===== src/rtl/fpu_issue_scoreboard_if.sv =====
// Issue/writeback bundle between FP decode, the FPU issue scoreboard and the FP register file.
interface fpu_issue_scoreboard_if #(
    parameter int NREG  = 32,
    parameter int LAT_W = 4
);
    localparam int RW = $clog2(NREG);

    logic              issue_valid;
    logic              issue_ready;
    logic [RW-1:0]     rs1i;
    logic [RW-1:0]     rs2i;
    logic [RW-1:0]     rs3i;
    logic              use_rs1;
    logic              use_rs2;
    logic              use_rs3;
    logic [RW-1:0]     rdi;
    logic              rd_write;
    logic [LAT_W-1:0]  lat;
    logic              is_iter;
    logic              flush;
    logic              wb_valid;
    logic [RW-1:0]     wb_rd;
    logic [NREG-1:0]   busy_vec;
    logic [2:0]        stall_cause;

    modport master (
        output issue_valid, rs1i, rs2i, rs3i, use_rs1, use_rs2, use_rs3,
               rdi, rd_write, lat, is_iter, flush,
        input  issue_ready, wb_valid, wb_rd, busy_vec, stall_cause
    );

    modport slave (
        input  issue_valid, rs1i, rs2i, rs3i, use_rs1, use_rs2, use_rs3,
               rdi, rd_write, lat, is_iter, flush,
        output issue_ready, wb_valid, wb_rd, busy_vec, stall_cause
    );
endinterface


===== src/rtl/fpu_issue_scoreboard.sv =====
// FPU issue scoreboard: holds an FP op until RAW/WAW, writeback-port and iterative-unit
// hazards clear, and sequences FP register-file writes through a reservation shift register.
module fpu_issue_scoreboard #(
    parameter int NREG  = 32,
    parameter int LAT_W = 4
) (
    input  logic                  clk,
    input  logic                  rst,
    fpu_issue_scoreboard_if.slave bus
);
    localparam int MAXL = (1 << LAT_W) - 1;
    localparam int RW   = $clog2(NREG);

    // Slot k holds the op that writes back k cycles from now; slot 1 is this cycle's write.
    logic [MAXL:1]    v_q, v_d;
    logic [RW-1:0]    rd_q [1:MAXL];
    logic [RW-1:0]    rd_d [1:MAXL];
    logic [LAT_W-1:0] iter_cnt_q, iter_cnt_d;

    logic [LAT_W-1:0] lat_eff;
    logic [NREG-1:0]  busy;
    logic             raw, waw, wb_conflict, iter_conflict;
    logic             ready, accept;

    // NOTE: every variable gets a default at the top of always_comb so no path can infer a latch.
    always_comb begin
        lat_eff = (bus.lat == '0) ? LAT_W'(1) : bus.lat;

        busy = '0;
        for (int k = 1; k <= MAXL; k++) begin
            if (v_q[k]) busy[rd_q[k]] = 1'b1;
        end

        raw = (bus.use_rs1 & busy[bus.rs1i]) |
              (bus.use_rs2 & busy[bus.rs2i]) |
              (bus.use_rs3 & busy[bus.rs3i]);
        waw = bus.rd_write & busy[bus.rdi];

        // Slot L+1 shifts into slot L on this edge; L = MAXL has no such neighbour.
        wb_conflict = 1'b0;
        for (int k = 1; k < MAXL; k++) begin
            if (int'(lat_eff) == k) wb_conflict = bus.rd_write & v_q[k+1];
        end

        iter_conflict = bus.is_iter & (iter_cnt_q != '0);
        ready  = ~bus.flush & ~(raw | waw | wb_conflict | iter_conflict);
        accept = bus.issue_valid & ready;

        for (int k = 1; k < MAXL; k++) begin
            v_d[k]  = v_q[k+1];
            rd_d[k] = rd_q[k+1];
        end
        v_d[MAXL]  = 1'b0;
        rd_d[MAXL] = '0;

        if (accept && bus.rd_write) begin
            for (int k = 1; k <= MAXL; k++) begin
                if (int'(lat_eff) == k) begin
                    v_d[k]  = 1'b1;
                    rd_d[k] = bus.rdi;
                end
            end
        end

        // Counter holds remaining blocked cycles, so a successor issues in the predecessor's wb cycle.
        iter_cnt_d = iter_cnt_q;
        if (iter_cnt_q != '0) iter_cnt_d = iter_cnt_q - LAT_W'(1);
        if (accept && bus.is_iter) iter_cnt_d = lat_eff - LAT_W'(1);

        if (bus.flush) begin
            v_d        = '0;
            iter_cnt_d = '0;
        end
    end

    // NOTE: sequential state uses non-blocking assignments so every flop samples pre-edge values.
    always_ff @(posedge clk) begin
        if (rst) begin
            v_q        <= '0;
            iter_cnt_q <= '0;
        end else begin
            v_q        <= v_d;
            iter_cnt_q <= iter_cnt_d;
        end
    end

    // NOTE: the rd payload is not reset; it is only observed when its valid bit is set.
    always_ff @(posedge clk) begin
        for (int k = 1; k <= MAXL; k++) begin
            rd_q[k] <= rd_d[k];
        end
    end

    assign bus.issue_ready = ready;
    assign bus.wb_valid    = v_q[1];
    assign bus.wb_rd       = v_q[1] ? rd_q[1] : '0;
    assign bus.busy_vec    = busy;
    assign bus.stall_cause = {iter_conflict, wb_conflict, raw | waw} &
                             {3{bus.issue_valid & ~bus.flush}};
endmodule


===== src/flat_wrapper.sv =====
// flat-port wrapper written by rule: the top's interface ports become plain ports
module fpu_issue_scoreboard_flat 
#(
    parameter int NREG  = 32,
    parameter int LAT_W = 4
)
  (clk, rst, bus_issue_valid, bus_rs1i, bus_rs2i, bus_rs3i, bus_use_rs1, bus_use_rs2, bus_use_rs3, bus_rdi, bus_rd_write, bus_lat, bus_is_iter, bus_flush, bus_issue_ready, bus_wb_valid, bus_wb_rd, bus_busy_vec, bus_stall_cause);
  fpu_issue_scoreboard_if #(.NREG(NREG), .LAT_W(LAT_W)) bus_i ();
  input  logic clk;
  input  logic rst;
  input wire logic [$bits(bus_i.issue_valid)-1:0] bus_issue_valid;
  input wire logic [$bits(bus_i.rs1i)-1:0] bus_rs1i;
  input wire logic [$bits(bus_i.rs2i)-1:0] bus_rs2i;
  input wire logic [$bits(bus_i.rs3i)-1:0] bus_rs3i;
  input wire logic [$bits(bus_i.use_rs1)-1:0] bus_use_rs1;
  input wire logic [$bits(bus_i.use_rs2)-1:0] bus_use_rs2;
  input wire logic [$bits(bus_i.use_rs3)-1:0] bus_use_rs3;
  input wire logic [$bits(bus_i.rdi)-1:0] bus_rdi;
  input wire logic [$bits(bus_i.rd_write)-1:0] bus_rd_write;
  input wire logic [$bits(bus_i.lat)-1:0] bus_lat;
  input wire logic [$bits(bus_i.is_iter)-1:0] bus_is_iter;
  input wire logic [$bits(bus_i.flush)-1:0] bus_flush;
  output wire logic [$bits(bus_i.issue_ready)-1:0] bus_issue_ready;
  output wire logic [$bits(bus_i.wb_valid)-1:0] bus_wb_valid;
  output wire logic [$bits(bus_i.wb_rd)-1:0] bus_wb_rd;
  output wire logic [$bits(bus_i.busy_vec)-1:0] bus_busy_vec;
  output wire logic [$bits(bus_i.stall_cause)-1:0] bus_stall_cause;
  assign bus_i.issue_valid = bus_issue_valid;
  assign bus_i.rs1i = bus_rs1i;
  assign bus_i.rs2i = bus_rs2i;
  assign bus_i.rs3i = bus_rs3i;
  assign bus_i.use_rs1 = bus_use_rs1;
  assign bus_i.use_rs2 = bus_use_rs2;
  assign bus_i.use_rs3 = bus_use_rs3;
  assign bus_i.rdi = bus_rdi;
  assign bus_i.rd_write = bus_rd_write;
  assign bus_i.lat = bus_lat;
  assign bus_i.is_iter = bus_is_iter;
  assign bus_i.flush = bus_flush;
  assign bus_issue_ready = bus_i.issue_ready;
  assign bus_wb_valid = bus_i.wb_valid;
  assign bus_wb_rd = bus_i.wb_rd;
  assign bus_busy_vec = bus_i.busy_vec;
  assign bus_stall_cause = bus_i.stall_cause;
  fpu_issue_scoreboard #(.NREG(NREG), .LAT_W(LAT_W)) u_core (.clk(clk), .rst(rst), .bus(bus_i));
endmodule

===== config.mk =====
export PLATFORM = sky130hd
export DESIGN_NAME = fpu_issue_scoreboard_flat
export DESIGN_NICKNAME = d
export VERILOG_FILES = /design/src/rtl/fpu_issue_scoreboard_if.sv /design/src/rtl/fpu_issue_scoreboard.sv /design/src/flat_wrapper.sv
export SDC_FILE = /design/constraint.sdc
export NUM_CORES = 1
export LEC_CHECK = 0
export CELL_PAD_IN_SITES_DETAIL_PLACEMENT = 1
export CELL_PAD_IN_SITES_GLOBAL_PLACEMENT = 2
export CORE_MARGIN = 8
export CORE_UTILIZATION = 36
export CTS_BUF_LIST = sky130_fd_sc_hd__clkbuf_4
export DETAILED_ROUTE_END_ITERATION = 8
export PLACE_DENSITY_LB_ADDON = 0.1
export SYNTH_ARGS = -nofsm -noshare
export SYNTH_HDL_FRONTEND = slang
export SYNTH_SLANG_ARGS = --single-unit

===== constraint.sdc =====
create_clock -name clk -period 4.6 [get_ports clk]
set_clock_uncertainty 0.05 [all_clocks]
set_input_delay 0.46 -clock clk [delete_from_list [all_inputs] [get_ports clk]]
set_output_delay 0.46 -clock clk [all_outputs]
set_load 0.02 [all_outputs]

==> impl_metrics.yaml, run 1 <==
final_layout:
  drive_gt1_frac: 0.309
  nFillCells: 2892
  area_delta_synth_final_pct: 29.2
  final_util: 0.471
  layout.nets: 1290
  stdcell_count: 1581
floorplan:
  rows: 56
  die_area_mm2: 0.0289
  core_area_mm2: 0.0234
  initial_core_util: 0.365
  ios: 75
  die_x_um: 170
  dieHeight_um: 170
sta:
  finalSetupViolations: 0
  timing.final.crit_share: 0.991
  tightestPinTransition_ps: 780
  final-hold-violation-count: 0
  maxSlewHeadroom: 0.475
  drv_slew: 0
  fin_tns_setup_ps: 0
  max_freq_mhz: 219
  min_period_ps: 4560
  fin_ws_ps: 39.4
clock_tree:
  cts_buffers: 9
  clk_pin_slew_ps: 160
  htree_levels: 3
  clock-sinks: 94
  cts_root_buf: "clkbuf_4"
  clock_latency_ps: 490
  cts_tree: "built"
  cts_max_path_buffers: 2
global_route:
  grt_overflow: 0
  grt_pass1_vias: 11800
  grt_usage: 0.399
  antenna_found_initial: 2
  grt_max_degree: 20
  grt_pass1_wl_um: 83800
setup_path:
  crit_arrival_ps: 4050
  critPathKind: "reg2out"
  required_ps: 4090
  worst_setup_path_end_kind: "output port"
  worst-path-max-fanout: 14
  startpoint_type: "flop"
logic_synthesis:
  yosysSeqAreaShare: 0.221
  synth_cells: 1097
  synth_area_mm2: 0.00853
  synth-edff-count: 0
  synth_top_area_cell: "dfxtp_1"
  ys_seq_elements: 94
  synth_top_area_frac: 0.221
  syn_nets: 1131
  yosys-top-cells-count: "232 x o22ai_1, 94 x dfxtp_1, 73 x nor2_1"
  synthMostInstantiatedCell: "o22ai_1"
  async_flop_share: 0
  synth_area_leaders: "dfxtp_1 22%, o22ai_1 17%, mux2_2 9.5%, or4bb_1 5.3%, nand4b_1 4.7%"
  synth-main-ff-cell: "dfxtp_1"
  yosysWarnings: 0
  avgSynthCellArea_um2: 7.78
  ys_types: 62
place:
  post-place-cells: 1547
  gp_congestion: 1.13
  dp_hpwl_um: 45700
  post-place-ws_ps: -41.7
  io_buffers: 74
hold_path:
  hold_class: "reg2reg"
routing:
  vias: 11900
  routed_wl_um: 59600
  viasPerCell: 7.56
  drcViolationCount: 0
  antenna_left: 0
  firstDrtPassIters: 6
  first_iter_violations: 1862
  wl_per_cell_um: 37.7
power_and_ir_drop:
  peakVddDrop_v: 0.000254
  p_total_w: 0.00164
  power_leakage_nw: 3.79
  p_per_area_mw_per_mm2: 149
run:
  max_cap_viol_count: 0
run_status:
  outcome: "finished, final reports clean"
-- layout make-up --
cell class | instances | area [µm²] | area share
multi-input cells | 886 | 6420 | 0.582
repair buffers | 236 | 2030 | 0.184
flip-flops and latches | 94 | 1930 | 0.175
well taps | 319 | 399 | 0.0362
inverters | 29 | 109 | 0.00987
clock buffers | 9 | 67.6 | 0.00613
clock inverters | 7 | 67.6 | 0.00613
diodes | 1 | 2.50 | 0.000227
-- kinds of logic after synthesis --
logic type / after synthesis / synth area share
AND/OR/NAND/NOR: 464 / 0.348
buffers and inverters: 117 / 0.0553
XOR/XNOR: 1 / 0.00103
multiplexers: 85 / 0.123
adder cells (fa/ha/maj): 1 / 0.00147
flip-flops: 94 / 0.221
AO/OA/AOI/OAI: 335 / 0.250
-- per-layer routing --
layer  track usage  share of wire  up-vias
met3         0.132           0.13      323
met5       0.00174              0        -
li1              -              -     4730
met2         0.591           0.41     1012
met4         0.268          0.082        0
met1         0.486           0.37     5883
-- placed cells by master (no fill, tap or decap), types with 6 or more instances in the layout --
master           instances
clkdlybuf4s50_1         72
nor2_1                  73
a211oi_1                 9
or4bb_1                 29
or4bb_4                 11
nand2b_2                14
inv_1                   28
or2_4                   12
dfxtp_1                 54
buf_12                   6
nand3_1                 28
mux2_2                  72
o22ai_1                232
nand4b_1                46
mux4_2                   9
nor2b_1                  7
clkbuf_4                 9
nor4_1                  50
nand4_1                 27
and2_1                  15
nor3_1                  11
dfxtp_2                 39
a21oi_1                 32
or4b_2                  10
nand2b_1                18
nand2_1                 55
or2_2                    8
o21ai_0                 16
o2111ai_1                7
nor4_2                  11
buf_4                  156
-- power breakdown --
group | total (W) | internal (W) | switching [W]
Sequential | 0.000858 | 0.000830 | 0.0000284
Clock | 0.000460 | 0.000124 | 0.000337
Combinational | 0.000319 | 0.000125 | 0.000194
-- critical path, stage by stage (launching register included) --
cell	delay, ps
dfxtp_2	420
nand4b_1	320
o22ai_1	170
nor4_2	440
buf_4	200
nand2_1	90
mux4_2	500
mux2_2	290
o221ai_1	190
nand4_1	230
nor3b_2	240
buf_4	140
nor2_1	40
dlygate4sd2_1	320
-- metrics by stage --
stage / hold WS, ps / area, µm²
6_report: 443 / 11000
5_1_grt: 476 / 11000
4_1_cts: 445 / 10800
3_5_place_dp: 423 / 10400
3_3_place_gp: 409 / 10400
2_1_floorplan: 398 / 8530
-- worst paths after layout --
check,depth (start not counted),from,slack (ps),end
min reg2reg,2,u_core.iter_cnt_q[3]$_SDFFE_PP0P_,440,u_core.iter_cnt_q[3]$_SDFFE_PP0P_
max reg2reg,15,u_core.v_q[1]$_SDFF_PP0_,120,u_core.rd_q[7][4]$_DFF_P_
max,13,u_core.v_q[1]$_SDFF_PP0_,40,bus_stall_cause[0]
min,2,u_core.iter_cnt_q[3]$_SDFFE_PP0P_,440,u_core.iter_cnt_q[3]$_SDFFE_PP0P_
-- registers in the layout, summed over array words and instances, names as in the netlist --
signal	cells
u_core.rd_q	75
u_core.v_q	15
u_core.iter_cnt_q	4
-- timing repair --
action,in CTS,in global routing
hold buffers,0,0
setup buffers,6,11
pin swaps,4,7
resized for setup,64,47
endpoints found under the setup margin,2,3
hold endpoints to repair,0,0
No activity file was read; power rests on OpenSTA's default activity.
==> run 2, diff against run 1 <==
CORE_MARGIN = 2   (was 8)
==> run 2 against run 1 <==
The flow now finishes with violations (negative setup slack); core utilization rose by 1.5 points; clock-buffer cell count did not move; register-to-register slack got worse by 140 ps.
==> impl_metrics.yaml, run 2 (same netlist as run 1, synthesis figures left out) <==
sta:
  fin_ws_ps: -166
  final-hold-violation-count: 0
  max_freq_mhz: 210
  timing.final.crit_share: 1.04
  finalSetupViolations: 7
  tightestPinTransition_ps: 811
  whs_ps: 476
  maxSlewHeadroom: 0.454
  drv_slew: 0
  rsz0062_at_grt: "yes"
  min_period_ps: 4770
  fin_tns_setup_ps: -235
routing:
  antenna_left: 0
  routed_wl_um: 60900
  vias: 12300
  drcViolationCount: 0
  viasPerCell: 7.55
  firstDrtPassIters: 8
  wl_per_cell_um: 37.4
  first_iter_violations: 1820
setup_path:
  crit_arrival_ps: 4260
  critPathKind: "reg2out"
  worst_setup_path_end_kind: "output port"
  required_ps: 4090
  critPathMostFrequentCell: "buf_4"
  cp.buffers_inverters: 4
  path_cells: "nand2b_1, buf_4, o22ai_1, nor4_1, nand2_1, buf_4, o21ai_0, a211oi_1, o211ai_1, nand4_1, nor3b_2, buf_4, and3b_1, clkbuf_2"
  cp_slowest_cell: "dfxtp_1"
  critical-path-top-delay-family: "simple AND/OR/NAND/NOR gates"
  worst-path-max-fanout: 5
  startpoint_type: "flop"
  slowest_delay_ps: 470
run:
  max_cap_viol_count: 0
clock_tree:
  clock-sinks: 94
  cts_tree: "built"
  holdBufCountCts: 0
  cts_root_buf: "clkbuf_4"
  clock_latency_ps: 480
  cts_max_path_buffers: 2
  clk_pin_slew_ps: 170
  cts_buffers: 9
  htree_levels: 3
power_and_ir_drop:
  p_sw_frac: 0.348
  p_total_w: 0.00168
  power_leakage_nw: 4.04
  sequentialPowerShare: 0.510
  p_int_w: 0.00109
  combPwrFrac: 0.195
  power_frac_clock: 0.294
  p_switching_w: 0.000585
  p_per_area_mw_per_mm2: 147
  peakVddDrop_v: 0.000196
place:
  placed_cell_area_mm2: 0.0108
  gp_congestion: 1.21
  io_buffers: 74
  dp_hpwl_um: 47400
floorplan:
  ios: 75
  die_x_um: 158
  core_area_mm2: 0.0234
  rows: 56
  die_area_mm2: 0.0249
  initial_core_util: 0.365
  dieHeight_um: 158
run_status:
  outcome: "finished, violations left"
  violations: "negative setup slack"
final_layout:
  nFillCells: 2864
  layout_commonest_cell: "o22ai_1"
  reg_top3: "u_core.rd_q x75, u_core.v_q x15, u_core.iter_cnt_q x4"
  drive_gt1_frac: 0.323
  final_cell_mix: "229 x o22ai_1, 201 x buf_4, 73 x nor2_1"
  largest_reg_flops: 75
  design_area_mm2: 0.0114
  regMostFlops: "u_core.rd_q"
  final_util: 0.486
  layout.nets: 1336
  area_delta_synth_final_pct: 33.4
global_route:
  antenna_found_initial: 3
  grt_usage: 0.477
  grt_pass1_vias: 11900
  grt_pass1_wl_um: 84500
  grt_overflow: 0
  grt_max_degree: 24
hold_path:
  hold_class: "reg2reg"
-- run 2: changes by cell type in the layout (fill, tap and decap cells not counted), moves of 3 or more --
cell / before / now
dfxtp_2: 39 / 23
or2_2: 8 / 16
o22ai_2: 0 / 3
buf_4: 156 / 201
nand2b_1: 18 / 23
nand2b_2: 14 / 11
o22ai_1: 232 / 229
or2_4: 12 / 4
dfxtp_1: 54 / 68
-- run 2: worst reg2reg max path, stage by stage, from the launching register on --
cell and delay, ps:
dfxtp_1 470, nand2b_1 410, buf_4 240, o22ai_1 100, nor4_1 420, nand2_1 230, mux4_2 500, and2_1 170
o221ai_1 170, nand4_1 220, buf_4 200, buf_4 150, nor3_4 220, buf_12 150, buf_4 110, nand4_1 290
mux2_2 420
-- run 2: what timing repair did --
action,CTS,global route
gates resized for setup,26,67
setup endpoints to repair,20,92
pin swaps,3,6
buffers inserted,8,13
-- run 2: area by class of cell --
cell class	count	area, µm²	share of cell area
Sequential cell	94	1920	0.169
Antenna cell	1	2.50	0.000220
Clock buffer	9	67.6	0.00594
Clock inverter	7	88.8	0.00780
Timing Repair Buffer	282	2380	0.209
Tap cell	319	399	0.0351
Inverter	29	109	0.00956
Multi-Input combinational cell	886	6410	0.563
-- run 2: metal layers --
| metal | part of all wire | GRT usage | vias up |
|---|---|---|---|
| met5 | 0 | 0 | - |
| met4 | 0.087 | 0.332 | 0 |
| met3 | 0.13 | 0.171 | 368 |
| met2 | 0.41 | 0.701 | 1080 |
| met1 | 0.37 | 0.579 | 6010 |
| li1 | - | - | 4830 |
-- run 2: final timing paths --
check | start | end | slack, ps | depth (start not counted)
max | u_core.rd_q[5][1]$_DFF_P_ | bus_issue_ready | -170 | 14
min | u_core.iter_cnt_q[3]$_SDFFE_PP0P_ | u_core.iter_cnt_q[3]$_SDFFE_PP0P_ | 480 | 2
max reg2reg | u_core.rd_q[5][1]$_DFF_P_ | u_core.rd_q[3][4]$_DFF_P_ | -20 | 16
min reg2reg | u_core.iter_cnt_q[3]$_SDFFE_PP0P_ | u_core.iter_cnt_q[3]$_SDFFE_PP0P_ | 480 | 2
-- run 2: power by group through the flow --
stage	Clock [W]	Combinational, W	Sequential, W
2_1_floorplan	0	0.000152	0.000861
3_3_place_gp	0	0.000304	0.000869
3_5_place_dp	0	0.000308	0.000871
4_1_cts	0.000497	0.000309	0.000854
5_1_grt	0.000523	0.000337	0.000858
6_report	0.000494	0.000328	0.000856
-- run 2: per-stage QoR --
step | worst slack, ps | cells
6_report | -166 | 1627
5_1_grt | -142 | 1627
2_1_floorplan | 602 | 1097
4_1_cts | -95.3 | 1613
3_5_place_dp | -230 | 1589
3_3_place_gp | -179 | 1589
